## src/rtl/demo_sequencer.sv

```systemverilog
// ---------------------------------------------------------------------------
// demo_sequencer
//   Frame-rate scene controller for the VGA demo. It steps the pixel pipeline
//   through a fixed timeline of scenes. Song position from the audio track
//   drives the transitions, and a button or debug skip can force an advance.
//   All state and outputs change only on frame_tick, so the pixel pipeline
//   sees values that are constant for a whole frame.
//
// Ports:
//   clk48         in   1  system clock
//   rst_n         in   1  asynchronous active-low reset
//   frame_tick    in   1  one-cycle pulse at the start of each frame
//   songpos       in   8  song position from the audio track
//   kick_frames   in   3  kick envelope frames (widens the scroll step)
//   snare_frames  in   4  snare envelope frames (triggers the flash)
//   skip_req      in   1  one-cycle request to advance to the next scene
//   scene         out  3  BLACK=0 FADE_IN=1 INTRO=2 PLANE=3 TILES=4 FADE_OUT=5
//   starfield_en  out  1  starfield layer enable
//   scroller_en   out  1  sine scroller layer enable
//   plane_en      out  1  3D checker plane enable
//   scope_en      out  1  oscilloscope enable
//   tiles_en      out  1  flashing-tile overlay enable
//   tile_step     out  4  active tile index
//   fade          out  6  global brightness 0..63
//   flash         out  1  full-white flash request
//   scroll_step   out  5  scroller advance per frame
// ---------------------------------------------------------------------------
module demo_sequencer #(
  parameter int FADE_STEP    = 4,
  parameter int FLASH_FRAMES = 4,
  parameter int MIN_DWELL    = 32,
  parameter int BASE_SCROLL  = 12
) (
  input  logic       clk48,
  input  logic       rst_n,
  input  logic       frame_tick,
  input  logic [7:0] songpos,
  input  logic [2:0] kick_frames,
  input  logic [3:0] snare_frames,
  input  logic       skip_req,
  output logic [2:0] scene,
  output logic       starfield_en,
  output logic       scroller_en,
  output logic       plane_en,
  output logic       scope_en,
  output logic       tiles_en,
  output logic [3:0] tile_step,
  output logic [5:0] fade,
  output logic       flash,
  output logic [4:0] scroll_step
);

  typedef enum logic [2:0] {
    S_BLACK    = 3'd0,
    S_FADE_IN  = 3'd1,
    S_INTRO    = 3'd2,
    S_PLANE    = 3'd3,
    S_TILES    = 3'd4,
    S_FADE_OUT = 3'd5
  } scene_t;

  localparam logic [5:0] FADE_MAX = 6'd63;

  scene_t     state_q, state_d;
  logic [7:0] dwell_q, dwell_d;
  logic [5:0] fade_q, fade_d;
  logic [2:0] flash_cnt_q, flash_cnt_d;
  logic [3:0] snare_prev_q;
  logic       skip_q;
  logic       star_q, star_d;
  logic       scrl_q, scrl_d;
  logic       plane_q, plane_d;
  logic       scope_q, scope_d;
  logic       tiles_q, tiles_d;
  logic [3:0] tile_step_q, tile_step_d;
  logic [4:0] scroll_q, scroll_d;

  // A skip pulse that lands on the tick cycle itself is consumed by that tick.
  logic       skip_now;
  logic       dwell_ok;
  logic [6:0] fade_sum;
  logic [5:0] fade_up;
  logic [5:0] fade_dn;
  logic       snare_rise;
  logic       cur_active;
  logic       nxt_active;

  assign skip_now   = skip_q | skip_req;
  assign dwell_ok   = (dwell_q >= 8'(MIN_DWELL));
  assign fade_sum   = {1'b0, fade_q} + 7'(FADE_STEP);
  assign fade_up    = (fade_sum > 7'(FADE_MAX)) ? FADE_MAX : fade_sum[5:0];
  assign fade_dn    = (fade_q < 6'(FADE_STEP)) ? 6'd0 : fade_q - 6'(FADE_STEP);
  assign snare_rise = (snare_frames != 4'd0) && (snare_prev_q == 4'd0);
  assign cur_active = (state_q == S_PLANE) || (state_q == S_TILES);
  assign nxt_active = (state_d == S_PLANE) || (state_d == S_TILES);

  // -------------------------------------------------------------------------
  // State register. Every field except the skip latch advances only on a
  // frame tick. The skip latch listens on every cycle.
  // -------------------------------------------------------------------------
  // NOTE: sequential state uses non-blocking assignments only, so every
  // register samples pre-edge values regardless of statement order.
  always_ff @(posedge clk48 or negedge rst_n) begin
    if (!rst_n) begin
      state_q      <= S_BLACK;
      dwell_q      <= 8'd0;
      fade_q       <= 6'd0;
      flash_cnt_q  <= 3'd0;
      snare_prev_q <= 4'd0;
      skip_q       <= 1'b0;
      star_q       <= 1'b0;
      scrl_q       <= 1'b0;
      plane_q      <= 1'b0;
      scope_q      <= 1'b0;
      tiles_q      <= 1'b0;
      tile_step_q  <= 4'd0;
      scroll_q     <= 5'(BASE_SCROLL);
    end else begin
      if (frame_tick) begin
        state_q      <= state_d;
        dwell_q      <= dwell_d;
        fade_q       <= fade_d;
        flash_cnt_q  <= flash_cnt_d;
        snare_prev_q <= snare_frames;
        star_q       <= star_d;
        scrl_q       <= scrl_d;
        plane_q      <= plane_d;
        scope_q      <= scope_d;
        tiles_q      <= tiles_d;
        tile_step_q  <= tile_step_d;
        scroll_q     <= scroll_d;
        skip_q       <= 1'b0;
      end else if (skip_req) begin
        skip_q <= 1'b1;
      end
    end
  end

  // -------------------------------------------------------------------------
  // Next-state logic: scene timeline, fade ramp and dwell counter.
  // A skip replaces the natural condition rather than adding to it, so a
  // coincident skip and natural transition still advance only one scene.
  // -------------------------------------------------------------------------
  // NOTE: every combinational output gets a default before the case, so no
  // path leaves a signal unassigned and no latch is inferred.
  always_comb begin
    state_d = state_q;
    fade_d  = fade_q;
    unique case (state_q)
      S_BLACK: begin
        fade_d  = 6'd0;
        state_d = S_FADE_IN;
      end
      S_FADE_IN: begin
        if (skip_now) begin
          fade_d  = FADE_MAX;
          state_d = S_INTRO;
        end else begin
          fade_d = fade_up;
          if (fade_up == FADE_MAX) state_d = S_INTRO;
        end
      end
      S_INTRO: begin
        fade_d = FADE_MAX;
        if (skip_now || (songpos[7:6] != 2'd0 && dwell_ok)) state_d = S_PLANE;
      end
      S_PLANE: begin
        if (skip_now || (songpos[7:6] == 2'd3 && dwell_ok)) state_d = S_TILES;
      end
      S_TILES: begin
        if (skip_now || (songpos[7:6] == 2'd0 && dwell_ok)) state_d = S_FADE_OUT;
      end
      S_FADE_OUT: begin
        if (skip_now) begin
          fade_d  = 6'd0;
          state_d = S_BLACK;
        end else begin
          fade_d = fade_dn;
          if (fade_dn == 6'd0) state_d = S_BLACK;
        end
      end
      default: begin
        fade_d  = 6'd0;
        state_d = S_BLACK;
      end
    endcase

    if (state_d != state_q) dwell_d = 8'd0;
    else if (dwell_q == 8'hFF) dwell_d = dwell_q;
    else dwell_d = dwell_q + 8'd1;
  end

  // -------------------------------------------------------------------------
  // Output logic. This block decodes the scene being entered, so the outputs
  // registered on a tick already match the new scene. FADE_OUT keeps the
  // layers of the scene it left and drops only the tile overlay.
  // -------------------------------------------------------------------------
  always_comb begin
    star_d      = star_q;
    scrl_d      = scrl_q;
    plane_d     = plane_q;
    scope_d     = scope_q;
    tiles_d     = tiles_q;
    tile_step_d = tile_step_q;
    flash_cnt_d = 3'd0;
    scroll_d    = 5'(BASE_SCROLL);

    unique case (state_d)
      S_FADE_IN, S_INTRO: begin
        star_d  = 1'b1;
        scrl_d  = 1'b1;
        plane_d = 1'b0;
        scope_d = 1'b0;
        tiles_d = 1'b0;
      end
      S_PLANE: begin
        star_d  = 1'b1;
        scrl_d  = 1'b1;
        plane_d = 1'b1;
        scope_d = 1'b1;
        tiles_d = 1'b0;
      end
      S_TILES: begin
        star_d      = 1'b1;
        scrl_d      = 1'b1;
        plane_d     = 1'b1;
        scope_d     = 1'b1;
        tiles_d     = 1'b1;
        tile_step_d = songpos[3:0];
      end
      S_FADE_OUT: begin
        tiles_d = 1'b0;
      end
      default: begin
        star_d  = 1'b0;
        scrl_d  = 1'b0;
        plane_d = 1'b0;
        scope_d = 1'b0;
        tiles_d = 1'b0;
      end
    endcase

    // A flash can only start from a snare onset seen while already in
    // PLANE/TILES. Any tick that leaves those scenes clears the counter.
    if (nxt_active) begin
      scroll_d = 5'(BASE_SCROLL) + {2'b00, kick_frames};
      if (cur_active && snare_rise) flash_cnt_d = 3'(FLASH_FRAMES);
      else if (flash_cnt_q != 3'd0) flash_cnt_d = flash_cnt_q - 3'd1;
    end
  end

  assign scene        = state_q;
  assign starfield_en = star_q;
  assign scroller_en  = scrl_q;
  assign plane_en     = plane_q;
  assign scope_en     = scope_q;
  assign tiles_en     = tiles_q;
  assign tile_step    = tile_step_q;
  assign fade         = fade_q;
  assign flash        = (flash_cnt_q != 3'd0);
  assign scroll_step  = scroll_q;

endmodule

```

## config.mk

```make
export PLATFORM = sky130hd
export DESIGN_NAME = demo_sequencer
export DESIGN_NICKNAME = d
export VERILOG_FILES = /design/src/rtl/demo_sequencer.sv
export SDC_FILE = /design/constraint.sdc
export NUM_CORES = 1
export LEC_CHECK = 0
export CORE_UTILIZATION = 40
export CTS_CLUSTER_SIZE = 12
export DETAILED_ROUTE_END_ITERATION = 10
export PLACE_DENSITY = 0.69
export REMOVE_ABC_BUFFERS = 1
export SLEW_MARGIN = 20
export SYNTH_ARGS = -nofsm -noshare
export SYNTH_HDL_FRONTEND = slang
export SYNTH_SLANG_ARGS = --single-unit
```

## constraint.sdc

```tcl
create_clock -name clk48 -period 3.01 [get_ports clk48]
set_input_delay 0.602 -clock clk48 [delete_from_list [all_inputs] [get_ports clk48]]
set_output_delay 0.602 -clock clk48 [all_outputs]
set_load 0.005 [all_outputs]
```

==> Word level (Yosys, flattened, before mapping) <==
Index checks and enable logic that the tools add are counted.
{ "totals": {"output_inout_bits": 24, "register_bits": 37} }
{ "op_classes": {"n_lt_le_gt_ge": 3, "bitwise_logic": 3, "reduce_logical": 25, "eq_ne": 15, "n_mux": 24, "n_addsub": 5} }
{ "ops": {"columns": ["op", "count"], "rows": [
  ["3-bit two-way mux", 10],
  ["6-bit two-way mux", 4],
  ["6-bit case mux with 4 select lines", 1],
  ["3-bit case mux with 6 select lines", 1],
  ["8-bit two-way mux", 2],
  ["3-bit by 2-bit == test with 1-bit output (second input constant)", 4],
  ["3-bit == test (second input constant)", 4],
  ["8-bit by 1-bit adder with 8-bit output (second input constant)", 1],
  ["8-bit == test (second input constant)", 1],
  ["8-bit by 6-bit >= comparator with 1-bit output (second input constant)", 1],
  ["2-bit AND reduction", 4],
  ["6-bit by 3-bit adder with 7-bit output (second input constant)", 1],
  ["7-bit by 6-bit greater-than comparator with 1-bit output (second input constant)", 1],
  ["3-bit by 1-bit == test with 1-bit output (second input constant)", 2],
  ["6-bit == test (second input constant)", 1],
  ["6-bit logical NOT", 1],
  ["6-bit by 3-bit less-than comparator with 1-bit output (second input constant)", 1],
  ["6-bit by 3-bit subtractor with 6-bit output (second input constant)", 1],
  ["4-bit by 3-bit adder with 5-bit output (first input constant)", 1],
  ["1-bit logical AND", 5],
  ["1-bit logical OR", 5],
  ["5-bit two-way mux", 1],
  ["4-bit logical NOT", 1],
  ["1-bit case mux with 2 select lines", 2],
  ["other kinds (14)", 19]
]} }

==> Depth between registers and ports, before layout <==
{ "depth": {"word_depth": 10, "mapped_depth": 10} }

==> Least setup slack after synthesis <==
No wires, ideal clock.
{ "synth_timing": {"path_kind": "register -> register", "startpoint": "reg fade_q[2], in the netlist fade[2]", "endpoint": "reg dwell_q[5]", "arrival_time_ns": 2.118, "path_buffers": 2, "stages_incl_launch_ff": 11, "synth_period_minus_slack_ns": 2.254, "setup_ns": 0.136, "slack_ns": 0.756, "required_time_ns": 2.874, "path_cell_list": "dfrtp_1 > clkbuf_1 > inv_1 > ha_1 > nand4bb_1 > a211oi_1 > or3_1 > buf_6 > a31o_4 > nand4_1 > o311ai_2"} }
{ "synth_via": {"elab_chain_len": 10, "word_cells_on_any_way": 17, "cone_classes": "add/sub (2); order compare (2); eq/ne (3); mux (8); reduce/logical (2)"} }
{ "synth_rtl": {"columns": ["element", "line_no", "rtl"], "rows": [
  ["start, declared", "66", "logic [5:0] fade_q, fade_d;"],
  ["start signal, assigned", "107", "fade_q <= 6'd0;"],
  ["start signal, assigned", "122", "fade_q <= fade_d;"],
  ["6-bit by 3-bit adder with 7-bit output", "90", "assign fade_sum = {1'b0, fade_q} + 7'(FADE_STEP);"],
  ["7-bit by 6-bit greater-than comparator with 1-bit output", "91", "assign fade_up = (fade_sum > 7'(FADE_MAX)) ? FADE_MAX : fade_sum[5:0];"],
  ["6-bit two-way mux", "91", null],
  ["6-bit == test", "160", "if (fade_up == FADE_MAX) state_d = S_INTRO;"],
  ["3-bit two-way mux", "160", null],
  ["3-bit two-way mux", "155", "if (skip_now) begin"],
  ["3-bit case mux with 6 select lines *", "149", "unique case (state_q)"],
  ["3-bit != test *", "188", "if (state_d != state_q) dwell_d = 8'd0;"],
  ["2-bit != test (no line)", null, null],
  ["2-bit AND reduction (no line)", null, null],
  ["end signal, assigned", "121", "dwell_q <= dwell_d;"],
  ["end, declared", "65", "logic [7:0] dwell_q, dwell_d;"]
]} }
Mark *: on every way between the ends. The rest lies on a longest branch, timed or not.
A chain may end at the register's enable or synchronous reset.

==> Worst setup path in the final report <==
{ "layout_timing": {"startpoint": "in skip_req", "endpoint": "reg dwell_q[2]"} }
{ "layout_via": {"elab_chain_len": 7, "word_cells_on_any_way": 14, "cone_classes": "eq/ne (2); mux (7); bitwise (1); reduce/logical (4)"} }
{ "layout_rtl": {"columns": ["element", "line_no", "rtl"], "rows": [
  ["start, declared", "40", "input logic skip_req,"],
  ["1-bit OR *", "88", "assign skip_now = skip_q | skip_req;"],
  ["1-bit logical OR, on equally long branches", "171, 165, 168", null],
  ["3-bit two-way mux, on equally long branches", "171, 165, 168", null],
  ["3-bit case mux with 6 select lines *", "149", null],
  ["3-bit != test *", "188", null],
  ["2-bit != test (no line)", null, null],
  ["2-bit AND reduction (no line)", null, null]
]} }
Marked as above.

==> flow_summary.toml <==
[logic_synthesis]
synth.distinct_cells = 65
ys_seq_area_share_pct = 39.33
ys_ff_latch = 36
synthArstFlopShare_pct = 100.0
synth_top_area_share_pct = 38.19
synth_area_leaders = "dfrtp_1 38%, mux2_2 3.9%, ha_1 3.8%, nand2_1 3.6%, a21oi_1 3.5%"
synth-main-ff-cell = "dfrtp_1"
synth_top_area_cell = "dfrtp_1"
syn_area_um2 = 2293
synth-edff-count = 0
syn_inst = 243
postSynthAreaPerCell_um2 = 9.438
ys_warn_count = 0

[place]
gp_congestion = 0.8202
dp_slack_ns = 0.2491
dp_hpwl_um = 3636
port_buffers = 40
placed_area_um2 = 2733

[clock_network]
cts_max_path_buffers = 2
post-cts-setup-buffers = 0
ctsRootBufferMaster = "clkbuf_8"
numCtsBuffers = 5
cts_resized = 0
cts_hold_buf = 0
clk_pin_slew_ns = 0.07
cts_sinks = 36
clk_latency_ns = 0.29
htree_levels = 2
cts_tree = "done"

[finish]
fin_nets = 306
fin_area_um2 = 2840
num_antenna_cells = 0
drive_gt1_share_pct = 13.17
area_growth_pct = 23.84

[routing]
vias = 1984
drtIter0Drc = 145
routedWlPerCell_um = 14.58
drtAntennaViolNets = 0
dr.pass1.iters = 4
drt_wl_total_um = 5148
vias_per_cell = 5.620
drc = 0

[power]
combPwrFrac_pct = 47.5
vdd_drop_max_v = 0.0004253
p_sw_share_pct = 37.80
p_int_mw = 1.431
leakage_nw = 1.184
seqPwrFrac_pct = 34.0
p_sw_mw = 0.8701
p_per_area_nw_per_um2 = 810.3
p_clk_share_pct = 18.6

[setup_path]
cp_slowest_stage_delay_ns = 0.51
worstPathCellList = "clkdlybuf4s50_1, or2_2, o21ai_0, nand2_1, a31o_4, a31oi_2, o22ai_1"
criticalPathCategory = "input port to register"
cp.arrival_ns = 2.67
end_kind = "register"
cp-start-kind = "input port"
cp_slowest_cell = "clkdlybuf4s50_1"
critPathTopFamily = "compound AO/OA/AOI/OAI gates"
path_buf_inv = 1
required_ns = 3.17
critPathMaxFanout = 7

[grt]
grt_pass1_vias = 1897
grt_overflow = 0
grt_pass1_wl_um = 9052
grt_max_degree = 37
grt.total_usage_pct = 18.84
antenna_found_initial = 0

[sta]
fmax_ghz = 0.3989
fin_crit_sh_pct = 83.29
tns_ns = 0
rsz0062_at_grt = "no"
max_slew.worst_pin.slew_ns = 0.4614
hold_violations = 0
skew_ns = 0.009478
drv_slew = 0
relSlewSlack_pct = 69.04
layout_setup_ws_ns = 0.5028
period_needed_ns = 2.507
setup_viol = 0

[flow_run]
drv_cap = 0

[floorplan]
die_h_um = 77.72
start_util_pct = 41.65
die_w_um = 77.72
rows = 27
num_io_pins = 43
core_area_um2 = 5507
dieArea_um2 = 6040

[status]
outcome = "complete, no violations"

[min_path]
hold_path.class = "register to register"
final timing paths:
kind / startpoint / to / slack, ns / cells past startpoint
max: skip_req / dwell_q[2]$_DFFE_PN0P_ / 0.50 / 7
min: scroll_step[1]$_DFFE_PN0P_ / scroll_step[1]$_DFFE_PN0P_ / 0.49 / 1
max reg2reg: fade[2]$_DFFE_PN0P_ / dwell_q[5]$_DFFE_PN0P_ / 0.59 / 8
min reg2reg: scroll_step[1]$_DFFE_PN0P_ / scroll_step[1]$_DFFE_PN0P_ / 0.49 / 1
max in group asynchronous: rst_n / scroll_step[3]$_DFFE_PN1P_ / 1.93 / 2
min in group asynchronous: rst_n / dwell_q[6]$_DFFE_PN0P_ / 0.72 / 2
per-layer routing:
layer	up-vias	global-route usage [%]	share of wire [%]
li1	973	-	-
met1	957	25.30	47
met2	50	30.62	47
met3	4	4.000	4.8
met4	0	5.094	1.1
met5	-	0	0
cells in the mapped netlist, drive strengths merged (3+ instances only):
library cell / instances
o21ai: 13
nor3b: 3
nor2: 13
nand2b: 4
o22ai: 4
nor3: 3
mux2: 8
dfrtp: 35
a21oi: 16
nand3: 11
buf: 10
clkbuf: 5
and2: 5
nand4: 4
and3: 5
a211oi: 3
inv: 17
a22o: 3
o32ai: 3
nand2: 24
ha: 7
o311ai: 3
sequential cells by signal (all words and copies together) (netlist names):
signal	count
skip_q	1
scroll_step	4
scroller_en	1
fade	6
scope_en	1
snare_prev_q	4
tiles_en	1
dwell_q	8
tile_step	4
scene	3
flash_cnt_q	3
worst reg2reg max path, stage by stage (launching register included):
cell and delay, ns:
dfrtp_1 0.53, inv_1 0.11, ha_1 0.35, nand4bb_1 0.11, a211oi_1 0.21, or3_1 0.37, a31o_4 0.28, nand3_4 0.12
o311ai_2 0.24
through the flow:
step	hold WS (ns)	power [mW]	std cells	util [%]
after floorplan	0.3064	1.406	228	-
after global placement	0.4751	1.857	345	49.63
after detailed placement	0.4728	1.875	345	49.63
after CTS	0.4938	2.309	353	51.58
after global routing	0.5216	2.469	353	51.58
final	0.4886	2.302	353	51.58
cell type report:
type | instances | area (um^2)
clock buffer | 6 | 72.57
tap | 72 | 90.09
multi-input combinational | 175 | 1239
inverter | 17 | 63.81
clock inverter | 2 | 35.03
sequential | 36 | 902.1
fill | 526 | 2666
timing repair buffer | 45 | 437.9
placed cells by master (no fill, tap or decap), types with 7 or more instances in the layout:
cell	n
clkdlybuf4s50_1	40
dfrtp_1	35
nand2_1	22
inv_1	17
a21oi_1	16
nor2_1	13
o21ai_0	12
nand3_1	10
mux2_2	8
ha_1	7
power groups by stage:
stage | Clock (mW) | Combinational, mW | Sequential, mW
after floorplan | 0 | 0.622 | 0.784
after global placement | 0 | 1.07 | 0.786
after detailed placement | 0 | 1.09 | 0.788
after CTS | 0.432 | 1.10 | 0.782
after global routing | 0.454 | 1.21 | 0.810
final | 0.427 | 1.09 | 0.782
logic make-up after synthesis:
group | Yosys count | synth area share, %
AO/OA/AOI/OAI | 72 | 24.33
XOR/XNOR | 1 | 0.3820
adder cells (fa/ha/maj) | 7 | 3.819
buffers and inverters | 32 | 6.655
flip-flops | 36 | 39.33
multiplexers | 10 | 4.801
AND/OR/NAND/NOR | 85 | 20.68
No activity file was read; power rests on OpenSTA's default activity.
